`src/rtl/net_pkg.sv`:
```
// Shared definitions for the CRC network frame path: line-format constants,
// header field positions and the medium arbiter state encoding.
package net_pkg;

  // Line format: preamble, start-of-frame delimiter, header, payload, CRC-8.
  localparam logic [15:0] PREAMBLE_PATTERN = 16'hAAAA;
  localparam logic [7:0]  SFD_PATTERN      = 8'hAB;

  // Header byte layout {dest[1:0], src[1:0], length[3:0]}.
  localparam int HDR_DEST_MSB = 7;
  localparam int HDR_DEST_LSB = 6;
  localparam int HDR_SRC_MSB  = 5;
  localparam int HDR_SRC_LSB  = 4;
  localparam int HDR_LEN_MSB  = 3;
  localparam int HDR_LEN_LSB  = 0;

  // Longest frame on the wire: 16 + 8 + 8 + 16*8 + 8 bits.
  localparam int MAX_FRAME_BITS = 168;

  // Medium arbiter FSM states.
  typedef enum logic [1:0] {
    ARB_IDLE      = 2'd0,
    ARB_LAUNCH    = 2'd1,
    ARB_WAIT_DONE = 2'd2,
    ARB_GAP       = 2'd3
  } arb_state_t;

endpackage

```
`src/rtl/rr_pick4.sv`:
```
// Four-way round-robin picker: the first set request bit found scanning
// upward from ptr, wrapping 3 -> 0. Purely combinational.
module rr_pick4 (
  input  logic [3:0] req,
  input  logic [1:0] ptr,
  output logic [3:0] winner,
  output logic [1:0] idx
);

  logic       found;
  logic [1:0] cand;

  // Scan the four positions starting at ptr; the first hit wins.
  always_comb begin
    winner = 4'b0000;
    idx    = 2'd0;
    found  = 1'b0;
    cand   = 2'd0;
    for (int k = 0; k < 4; k++) begin
      cand = ptr + 2'(k);
      if (!found && req[cand]) begin
        found  = 1'b1;
        idx    = cand;
        winner = 4'b0001 << cand;
      end
    end
  end

endmodule

```
`src/rtl/tx_medium_arbiter.sv`:
```
// Round-robin scheduler sharing one serial frame transmitter among four
// local requesters. Picks a winner, loads the header/payload registers,
// pulses tx_start, waits for tx_done or a watchdog timeout, acknowledges
// the winner and then holds off arbitration for an inter-frame gap.
//
// Handshakes: a requester holds req[i] high with its fields stable until it
// sees the one-cycle ack[i] pulse (ack_err qualifies that pulse). Towards the
// transmitter, tx_start is a one-cycle launch with tx_* already stable, and
// tx_done is a one-cycle completion pulse that only counts in WAIT_DONE.
module tx_medium_arbiter
  import net_pkg::*;
#(
  parameter int IFG_CYCLES     = 16,
  parameter int TIMEOUT_CYCLES = 256
) (
  input  logic         clk,
  input  logic         rst_n,
  input  logic [3:0]   req,
  input  logic [7:0]   req_dest,
  input  logic [15:0]  req_len,
  input  logic [511:0] req_payload,
  output logic         tx_start,
  output logic [1:0]   tx_dest_id,
  output logic [1:0]   tx_src_id,
  output logic [3:0]   tx_length,
  output logic [127:0] tx_payload,
  input  logic         tx_done,
  output logic [3:0]   grant,
  output logic [3:0]   ack,
  output logic         ack_err,
  output logic         busy,
  output logic [1:0]   state_dbg
);

  localparam int TMO_W = $clog2(TIMEOUT_CYCLES);
  localparam int GAP_W = $clog2(IFG_CYCLES + 1);

  // The counter is compared one below its "reaches TIMEOUT-1" value so the
  // registered ack lands exactly TIMEOUT_CYCLES cycles after LAUNCH.
  localparam logic [TMO_W-1:0] TMO_LAST = TMO_W'(TIMEOUT_CYCLES - 2);
  localparam logic [GAP_W-1:0] GAP_LOAD = GAP_W'(IFG_CYCLES - 1);

  arb_state_t       state_q, state_d;
  logic [1:0]       rr_ptr_q, rr_ptr_d;
  logic [1:0]       win_idx_q, win_idx_d;
  logic [TMO_W-1:0] tmo_q, tmo_d;
  logic [GAP_W-1:0] gap_q, gap_d;
  logic [3:0]       grant_q, grant_d;
  logic [3:0]       ack_q, ack_d;
  logic             ack_err_q, ack_err_d;
  logic             busy_q, busy_d;
  logic             tx_start_q, tx_start_d;
  logic [1:0]       tx_dest_q, tx_dest_d;
  logic [1:0]       tx_src_q, tx_src_d;
  logic [3:0]       tx_len_q, tx_len_d;
  logic [127:0]     tx_pay_q, tx_pay_d;

  logic [3:0]       pick_onehot;
  logic [1:0]       pick_idx;

  rr_pick4 u_pick (
    .req    (req),
    .ptr    (rr_ptr_q),
    .winner (pick_onehot),
    .idx    (pick_idx)
  );

  // Next-state and next-output logic; every output is registered below.
  always_comb begin
    state_d    = state_q;
    rr_ptr_d   = rr_ptr_q;
    win_idx_d  = win_idx_q;
    tmo_d      = tmo_q;
    gap_d      = gap_q;
    grant_d    = grant_q;
    ack_d      = 4'b0000;
    ack_err_d  = 1'b0;
    tx_start_d = 1'b0;
    tx_dest_d  = tx_dest_q;
    tx_src_d   = tx_src_q;
    tx_len_d   = tx_len_q;
    tx_pay_d   = tx_pay_q;

    unique case (state_q)
      ARB_IDLE: begin
        if (req != 4'b0000) begin
          win_idx_d  = pick_idx;
          grant_d    = pick_onehot;
          tx_src_d   = pick_idx;
          tx_dest_d  = req_dest[{pick_idx, 1'b0} +: 2];
          tx_len_d   = req_len[{pick_idx, 2'b00} +: 4];
          tx_pay_d   = req_payload[{pick_idx, 7'd0} +: 128];
          tx_start_d = 1'b1;
          state_d    = ARB_LAUNCH;
        end
      end
      ARB_LAUNCH: begin
        tmo_d   = '0;
        state_d = ARB_WAIT_DONE;
      end
      ARB_WAIT_DONE: begin
        tmo_d = tmo_q + 1'b1;
        // tx_done takes precedence over a timeout in the same cycle.
        if (tx_done || (tmo_q == TMO_LAST)) begin
          ack_d     = grant_q;
          ack_err_d = ~tx_done;
          grant_d   = 4'b0000;
          rr_ptr_d  = win_idx_q + 2'd1;
          gap_d     = GAP_LOAD;
          state_d   = ARB_GAP;
        end
      end
      ARB_GAP: begin
        if (gap_q == '0) begin
          state_d = ARB_IDLE;
        end else begin
          gap_d = gap_q - 1'b1;
        end
      end
      default: state_d = ARB_IDLE;
    endcase

    busy_d = (state_d != ARB_IDLE);
  end

  // State, pointer, counters and output registers.
  always_ff @(posedge clk or negedge rst_n) begin
    if (!rst_n) begin
      state_q    <= ARB_IDLE;
      rr_ptr_q   <= 2'd0;
      win_idx_q  <= 2'd0;
      tmo_q      <= '0;
      gap_q      <= '0;
      grant_q    <= 4'b0000;
      ack_q      <= 4'b0000;
      ack_err_q  <= 1'b0;
      busy_q     <= 1'b0;
      tx_start_q <= 1'b0;
      tx_dest_q  <= 2'd0;
      tx_src_q   <= 2'd0;
      tx_len_q   <= 4'd0;
      tx_pay_q   <= '0;
    end else begin
      state_q    <= state_d;
      rr_ptr_q   <= rr_ptr_d;
      win_idx_q  <= win_idx_d;
      tmo_q      <= tmo_d;
      gap_q      <= gap_d;
      grant_q    <= grant_d;
      ack_q      <= ack_d;
      ack_err_q  <= ack_err_d;
      busy_q     <= busy_d;
      tx_start_q <= tx_start_d;
      tx_dest_q  <= tx_dest_d;
      tx_src_q   <= tx_src_d;
      tx_len_q   <= tx_len_d;
      tx_pay_q   <= tx_pay_d;
    end
  end

  assign tx_start   = tx_start_q;
  assign tx_dest_id = tx_dest_q;
  assign tx_src_id  = tx_src_q;
  assign tx_length  = tx_len_q;
  assign tx_payload = tx_pay_q;
  assign grant      = grant_q;
  assign ack        = ack_q;
  assign ack_err    = ack_err_q;
  assign busy       = busy_q;
  assign state_dbg  = state_q;

endmodule
```
`config.mk`:
```
export PLATFORM = sky130hd
export DESIGN_NAME = tx_medium_arbiter
export DESIGN_NICKNAME = d
export VERILOG_FILES = /design/src/rtl/net_pkg.sv /design/src/rtl/rr_pick4.sv /design/src/rtl/tx_medium_arbiter.sv
export SDC_FILE = /design/constraint.sdc
export NUM_CORES = 1
export LEC_CHECK = 0
export CAP_MARGIN = 5
export CORE_AREA = 3 3 271 273
export DETAILED_ROUTE_END_ITERATION = 12
export DIE_AREA = 0 0 274 276
export SLEW_MARGIN = 20
export SYNTH_ARGS = -nofsm -noshare
export SYNTH_HDL_FRONTEND = slang
export SYNTH_SLANG_ARGS = --single-unit
```
`constraint.sdc`:
```
create_clock -name clk -period 3.8 [get_ports clk]
set_input_delay 0.57 -clock clk [delete_from_list [all_inputs] [get_ports clk]]
set_output_delay 0.57 -clock clk [all_outputs]
set_load 0.02 [all_outputs]
```
# Yosys cells after proc, flatten, opt, wreduce, memory -nomap -nowiden
# Cells that the tools add are included.
# op_classes
bitwise,1
n_eq_ne,7
addsub,6
n_reduce_logical,18
n_lt_le_gt_ge,4
shifts,7
mux,36
# ops
operator,count
indexed part select 512 x 10 -> 128 bit,1
two-way mux 4 bit,8
one-hot mux 8 bit (2 select lines),1
indexed part select 16 x 5 -> 4 bit,1
"<< shifter 1 x 2 -> 4 bit, first input constant",4
two-way mux 2 bit,7
"less-than comparator 2 x 3 -> 1 bit, second input constant",4
two-way mux 1 bit,11
two-way mux 5 bit,2
one-hot mux 5 bit (2 select lines),1
"adder 8 x 1 -> 8 bit, second input constant",1
binary-select mux 1 bit (select 2 bit),4
"== test 8 bit, second input constant",1
one-hot mux 2 bit (4 select lines),1
one-hot mux 4 bit (2 select lines),1
nonzero test 2 bit,4
indexed part select 8 x 4 -> 2 bit,1
"!= test 2 bit, second input constant",3
AND reduction 3 bit,2
logical NOT 5 bit,1
"subtractor 5 x 1 -> 5 bit, second input constant",1
"adder 2 x 1 -> 2 bit, second input constant",2
"adder 2 bit, second input constant",2
"== test 2 bit, second input constant",2
8 further kinds,13
# word_totals
inputBits,543
regBits,164
word_cells,92
out_inout_bits,149

# Depth between registers and ports, before layout
# logic_depth
ltp_word,14
depth_mapped,12
ltp_nobuf,8

# Cells and area by module
# Synthesis repeated with hierarchy kept, for this count alone.
# hier_totals
cells_unflattened,960
area_unflattened_um2,10254.8
# by_module_without_submodules
mod,cells_each,n_inst,area_per_inst_um2,seq_area_each_um2
tx_medium_arbiter,891,1,9731.8,4103.9
rr_pick4,69,1,523.0,0.0

# Worst setup path after synthesis
# No wires, ideal clock.
# synth_timing
path_type,register -> register
from,register rr_ptr_q[0]
to,register tx_dest_q[0] (netlist: tx_dest_id[0])
required_time_ns,3.669
synth_period_minus_slack_ns,3.003
stages_incl_launch_ff,13
path_buffers,4
setup_slack_ns,0.797
setup_time_ns,0.131
arrival_ns,2.871
cell_sequence,dfrtp_1 -> buf_2 -> inv_1 -> ha_1 -> mux4_2 -> nor4b_4 -> o21bai_1 -> buf_4 -> nand2_1 -> nand2_1 -> buf_4 -> buf_2 -> o211ai_1
# synth_via
elab_chain_cells,13
word_cells_on_any_way,25
classes_between,3 x add/sub; 1 x shift; 15 x mux; 6 x reduce/logical
# synth_lines
element,line,text
from (decl),tx_medium_arbiter.sv:44,"logic [1:0] rr_ptr_q, rr_ptr_d;"
from (signal assigned),tx_medium_arbiter.sv:145,rr_ptr_q <= rr_ptr_d;
"parallel branches: the longest is 11 deep, another holds adder 2 x 1 -> 2 bit",--,
two-way mux 2 bit *,rr_pick4.sv:21,if (!found && req[cand]) begin
indexed part select 8 x 4 -> 2 bit *,tx_medium_arbiter.sv:90,"tx_dest_d = req_dest[{pick_idx, 1'b0} +: 2];"
to (signal assigned),tx_medium_arbiter.sv:154,tx_dest_q <= tx_dest_d;
to (decl),tx_medium_arbiter.sv:53,"logic [1:0] tx_dest_q, tx_dest_d;"
# Mark *: on every way between the ends. The select of a mux whose other input is x is not followed.
# A chain may end at the register's enable or synchronous reset.

# Worst setup path after layout
# layout_timing
from,register rr_ptr_q[1]
to,register tx_pay_q[126] (netlist: tx_payload[126])
# layout_via
elab_chain_cells,13
word_cells_on_any_way,25
classes_between,3 x add/sub; 1 x shift; 15 x mux; 6 x reduce/logical
# layout_lines
element,line,text
"parallel branches: the longest is 11 deep, another holds adder 2 x 1 -> 2 bit",--,
two-way mux 2 bit *,rr_pick4.sv:21,
indexed part select 512 x 10 -> 128 bit *,tx_medium_arbiter.sv:92,"tx_pay_d = req_payload[{pick_idx, 7'd0} +: 128];"
to (signal assigned),tx_medium_arbiter.sv:157,tx_pay_q <= tx_pay_d;
to (decl),tx_medium_arbiter.sv:56,"logic [127:0] tx_pay_q, tx_pay_d;"
# Marked as above.

==> impl_metrics.xml <==
<?xml version="1.0" encoding="UTF-8"?>
<metrics>
  <group name="synthesis">
    <metric name="synth_ff_type" unit="">sky130_fd_sc_hd__dfrtp_1</metric>
    <metric name="seq_area_frac_synth" unit="%">34.25</metric>
    <metric name="post_syn_area" unit="µm²">11980</metric>
    <metric name="ys_top_cells_by_count" unit="">269 x sky130_fd_sc_hd__nand4_1, 164 x sky130_fd_sc_hd__dfrtp_1, 158 x sky130_fd_sc_hd__nand2_1</metric>
    <metric name="postSynthCellCount" unit="">1275</metric>
    <metric name="syn_avg_cell_area" unit="µm²">9.397</metric>
    <metric name="synthesis.nets" unit="">1832</metric>
    <metric name="synth-edff-count" unit="">0</metric>
    <metric name="yosys_register_bits" unit="">164</metric>
    <metric name="ys_async_sr_fraction" unit="%">100.0</metric>
    <metric name="synth.largest_area_cell" unit="">sky130_fd_sc_hd__dfrtp_1</metric>
    <metric name="synth_largest_type_area_fraction" unit="%">34.25</metric>
    <metric name="synth_cell_types" unit="">41</metric>
    <metric name="synth-warning-count" unit="">0</metric>
    <metric name="count_leader_synth" unit="">sky130_fd_sc_hd__nand4_1</metric>
    <metric name="netlist_top_cells_area" unit="">sky130_fd_sc_hd__dfrtp_1 34%, sky130_fd_sc_hd__nand4_1 14%, sky130_fd_sc_hd__mux2_2 13%, sky130_fd_sc_hd__mux2i_1 11%, sky130_fd_sc_hd__o211ai_1 8.5%</metric>
  </group>
  <group name="placed_design">
    <metric name="port-buffer-count" unit="">691</metric>
    <metric name="globalplace.congestion" unit="">0.8883</metric>
    <metric name="dp_hpwl" unit="µm">44150</metric>
    <metric name="placed_cells_incl_taps" unit="">2839</metric>
  </group>
  <group name="timing">
    <metric name="hold_slack" unit="ps">142.2</metric>
    <metric name="final-setup-viol-count" unit="">0</metric>
    <metric name="period_share" unit="%">86.67</metric>
    <metric name="rsz_0062_raised_after_global_routing" unit="">false</metric>
    <metric name="layout_min_cycle_time" unit="ps">3294</metric>
    <metric name="slew-limit-headroom" unit="%">26.27</metric>
    <metric name="timing.clock.skew" unit="ps">10.77</metric>
    <metric name="final.setup.tns" unit="ps">0</metric>
    <metric name="worst_pin_slew" unit="ps">1106</metric>
    <metric name="final_hold_viol_count" unit="">0</metric>
    <metric name="maxSlewViolCount" unit="">0</metric>
    <metric name="maxClockFrequency" unit="MHz">303.6</metric>
  </group>
  <group name="final_layout">
    <metric name="drive_above_1_share" unit="%">13.22</metric>
    <metric name="ff_latch_area" unit="µm²">4104</metric>
    <metric name="postLayoutCoreUtil" unit="%">28.95</metric>
    <metric name="filler_cell_count" unit="">7432</metric>
    <metric name="area.growth.synth_to_final" unit="%">72.41</metric>
    <metric name="multiInputGateArea" unit="µm²">7037</metric>
    <metric name="count_of_non_filler_cells_in_the_finished_layout" unit="">2873</metric>
    <metric name="num-nets-final" unit="">2465</metric>
  </group>
  <group name="grt">
    <metric name="grt_util_met3" unit="%">4.131</metric>
    <metric name="antenna_found_initial" unit="">7</metric>
    <metric name="gr-usage-all-layers" unit="%">14.45</metric>
    <metric name="grt_use_met2" unit="%">24.74</metric>
    <metric name="grt_first_pass_wirelength" unit="µm">84170</metric>
    <metric name="vias_in_the_first_global_route" unit="">13760</metric>
    <metric name="met1_track_utilization_from_global_routing" unit="%">16.18</metric>
    <metric name="overflow" unit="">0</metric>
    <metric name="grt_start_max_net_pins" unit="">173</metric>
    <metric name="global_route.peak_usage_layer" unit="">met2</metric>
  </group>
  <group name="routing">
    <metric name="drt_first_pass_iters" unit="">5</metric>
    <metric name="vias_per_cell" unit="">4.604</metric>
    <metric name="drt_iter0_markers" unit="">606</metric>
    <metric name="routed-via-count" unit="">13230</metric>
    <metric name="antenna_violating_nets_post_route" unit="">0</metric>
    <metric name="drc" unit="">0</metric>
    <metric name="routed_wl" unit="µm">57060</metric>
    <metric name="post_drt_wl_per_cell" unit="µm">19.86</metric>
  </group>
  <group name="clock_tree">
    <metric name="clock_insertion_delay_worst_skew" unit="ps">480</metric>
    <metric name="hold_buffers" unit="">0</metric>
    <metric name="number_of_resized_instances_in_the_post_cts_repair_step" unit="">0</metric>
    <metric name="cts_tree" unit="">yes</metric>
    <metric name="cts-buffers-inserted" unit="">17</metric>
    <metric name="path_clk_slew" unit="ps">80</metric>
    <metric name="cts.path.max_buffers" unit="">2</metric>
    <metric name="ctsRootBufferMaster" unit="">sky130_fd_sc_hd__clkbuf_16</metric>
    <metric name="numClockSinks" unit="">164</metric>
    <metric name="cts_htree_levels" unit="">4</metric>
    <metric name="cts_setup_buffers" unit="">0</metric>
  </group>
  <group name="worst_setup_path">
    <metric name="worstPathMaxFanout" unit="">39</metric>
    <metric name="critical_path.top_delay_family" unit="">multiplexers</metric>
    <metric name="ff2ff_path_depth" unit="">10</metric>
    <metric name="critical_path.endpoint_type" unit="">flop</metric>
    <metric name="crit_path_cell_trace" unit="">inv_1 &gt; ha_1 &gt; mux4_2 &gt; nor4b_4 &gt; o21bai_4 &gt; buf_12 &gt; buf_12 &gt; nand4_1 &gt; mux2_2 &gt; o211ai_1</metric>
    <metric name="worst_path_bufs_invs" unit="">3</metric>
    <metric name="cp-start-kind" unit="">flop</metric>
    <metric name="critical_path_required" unit="ps">4190</metric>
    <metric name="cpMaxStageDelayCell" unit="">sky130_fd_sc_hd__mux4_2</metric>
    <metric name="timing.rr.start" unit="">rr_ptr_q[1]</metric>
    <metric name="max_stage_delay" unit="ps">450</metric>
    <metric name="regToRegEndpoint" unit="">tx_payload[126]</metric>
    <metric name="rrSetupSlack" unit="ps">510</metric>
    <metric name="top_cell_by_count_worst_path" unit="">sky130_fd_sc_hd__buf_12</metric>
    <metric name="worstSetupPathType" unit="">flop to flop</metric>
    <metric name="arrival" unit="ps">3690</metric>
  </group>
  <group name="power_and_ir_drop">
    <metric name="powerDensity" unit="nW/µm²">811.8</metric>
    <metric name="design_power" unit="mW">16.77</metric>
    <metric name="cellLeakagePower" unit="nW">7.512</metric>
    <metric name="vdd.ir_drop.worst" unit="mV">0.5297</metric>
  </group>
  <group name="flow_run">
    <metric name="maxCapViolCount" unit="">0</metric>
  </group>
  <group name="run_status">
    <metric name="outcome" unit="">finished, final reports clean</metric>
  </group>
  <group name="hold_path">
    <metric name="hold_path.class" unit="">input pin to async pin</metric>
  </group>
  <group name="floorplan">
    <metric name="dieHeight" unit="µm">276</metric>
    <metric name="core_area" unit="µm²">71360</metric>
    <metric name="floorplan.die_area" unit="µm²">75620</metric>
    <metric name="die_width" unit="µm">274</metric>
    <metric name="io_pins" unit="">692</metric>
    <metric name="floorplan.initialDensity" unit="%">16.79</metric>
    <metric name="placement_rows" unit="">98</metric>
  </group>
</metrics>
cells in the final DEF, fill, tap and decap left out, drive strengths merged, types with 5 or more instances in the layout:
cell type / count
a21oi: 6
clkdlybuf4s50: 690
o21ai: 12
nand4: 269
nand3: 6
clkbuf: 22
buf: 75
inv: 22
o22ai: 5
nor2: 18
dfrtp: 164
o211ai: 135
mux2i: 136
nand2: 158
ha: 14
a221oi: 5
mux2: 135
power breakdown:
part           switching [mW]  total (mW)  internal (mW)
clock network           0.855        1.74          0.888
logic                    6.57        11.9           5.35
registers               0.519        3.11           2.59
layer usage:
layer  part of all wire [%]  wire length, µm
met5                  0.095               54
met4                    4.6             2640
met3                    7.6             4332
met2                     49            27850
met1                     39            22180
final cells by class:
class,instances,area share (%)
diodes,2,0.02423
clock buffers,21,2.229
clock inverters,11,0.4603
inverters,17,0.3452
multi-input cells,942,34.06
flip-flops and latches,164,19.87
well taps,950,5.754
repair buffers,766,37.26
how the worst max path moves through the flow:
stage / startpoint / endpoint / slack (ps) / depth (start not counted)
2_1_floorplan: rr_ptr_q[0] / tx_dest_id[0] / 800 / 12
3_3_place_gp: req[2] / tx_payload[32] / 260 / 9
3_5_place_dp: req[0] / tx_payload[110] / 120 / 9
4_1_cts: rr_ptr_q[1] / tx_dest_id[1] / 540 / 10
5_1_grt: rr_ptr_q[0] / tx_dest_id[1] / 320 / 10
6_report: rr_ptr_q[1] / tx_payload[126] / 510 / 10
registers in the layout, summed over array words and instances, names as in the netlist:
| register | count |
|---|---|
| tx_start | 1 |
| state_dbg | 2 |
| gap_q | 5 |
| busy | 1 |
| grant | 4 |
| tmo_q | 8 |
| tx_payload | 128 |
| rr_ptr_q | 2 |
| tx_src_id | 2 |
| tx_length | 4 |
| ack | 4 |
| ack_err | 1 |
| tx_dest_id | 2 |
stage by stage:
stage | setup WS, ps | cell area (µm²)
2_1_floorplan | 797.4 | 11980
4_1_cts | 541.1 | 20650
3_3_place_gp | 264.5 | 20100
5_1_grt | 320.9 | 20660
3_5_place_dp | 116.2 | 20100
6_report | 506.4 | 20660
worst register-to-register path: cells and delay by family (launching register included):
| family | cells | cell delay, ps |
|---|---|---|
| AO/OA/AOI/OAI | 2 | 450 |
| multiplexers | 2 | 770 |
| buffers and inverters | 3 | 680 |
| adder cells (fa/ha/maj) | 1 | 420 |
| flip-flops | 1 | 350 |
| AND/OR/NAND/NOR | 2 | 550 |
cells by family after synthesis:
| kind of cell | count (synthesis) | share of synthesized area (%) |
|---|---|---|
| AOI/OAI and AO/OA | 177 | 10.74 |
| xor gates and xnor gates | 4 | 0.2925 |
| adders and majority gates | 14 | 1.462 |
| buffers and inverters | 169 | 7.404 |
| DFF | 164 | 34.25 |
| muxes | 275 | 24.80 |
| and+or+nand+nor | 472 | 21.05 |
(Power assumes the default switching activity.)
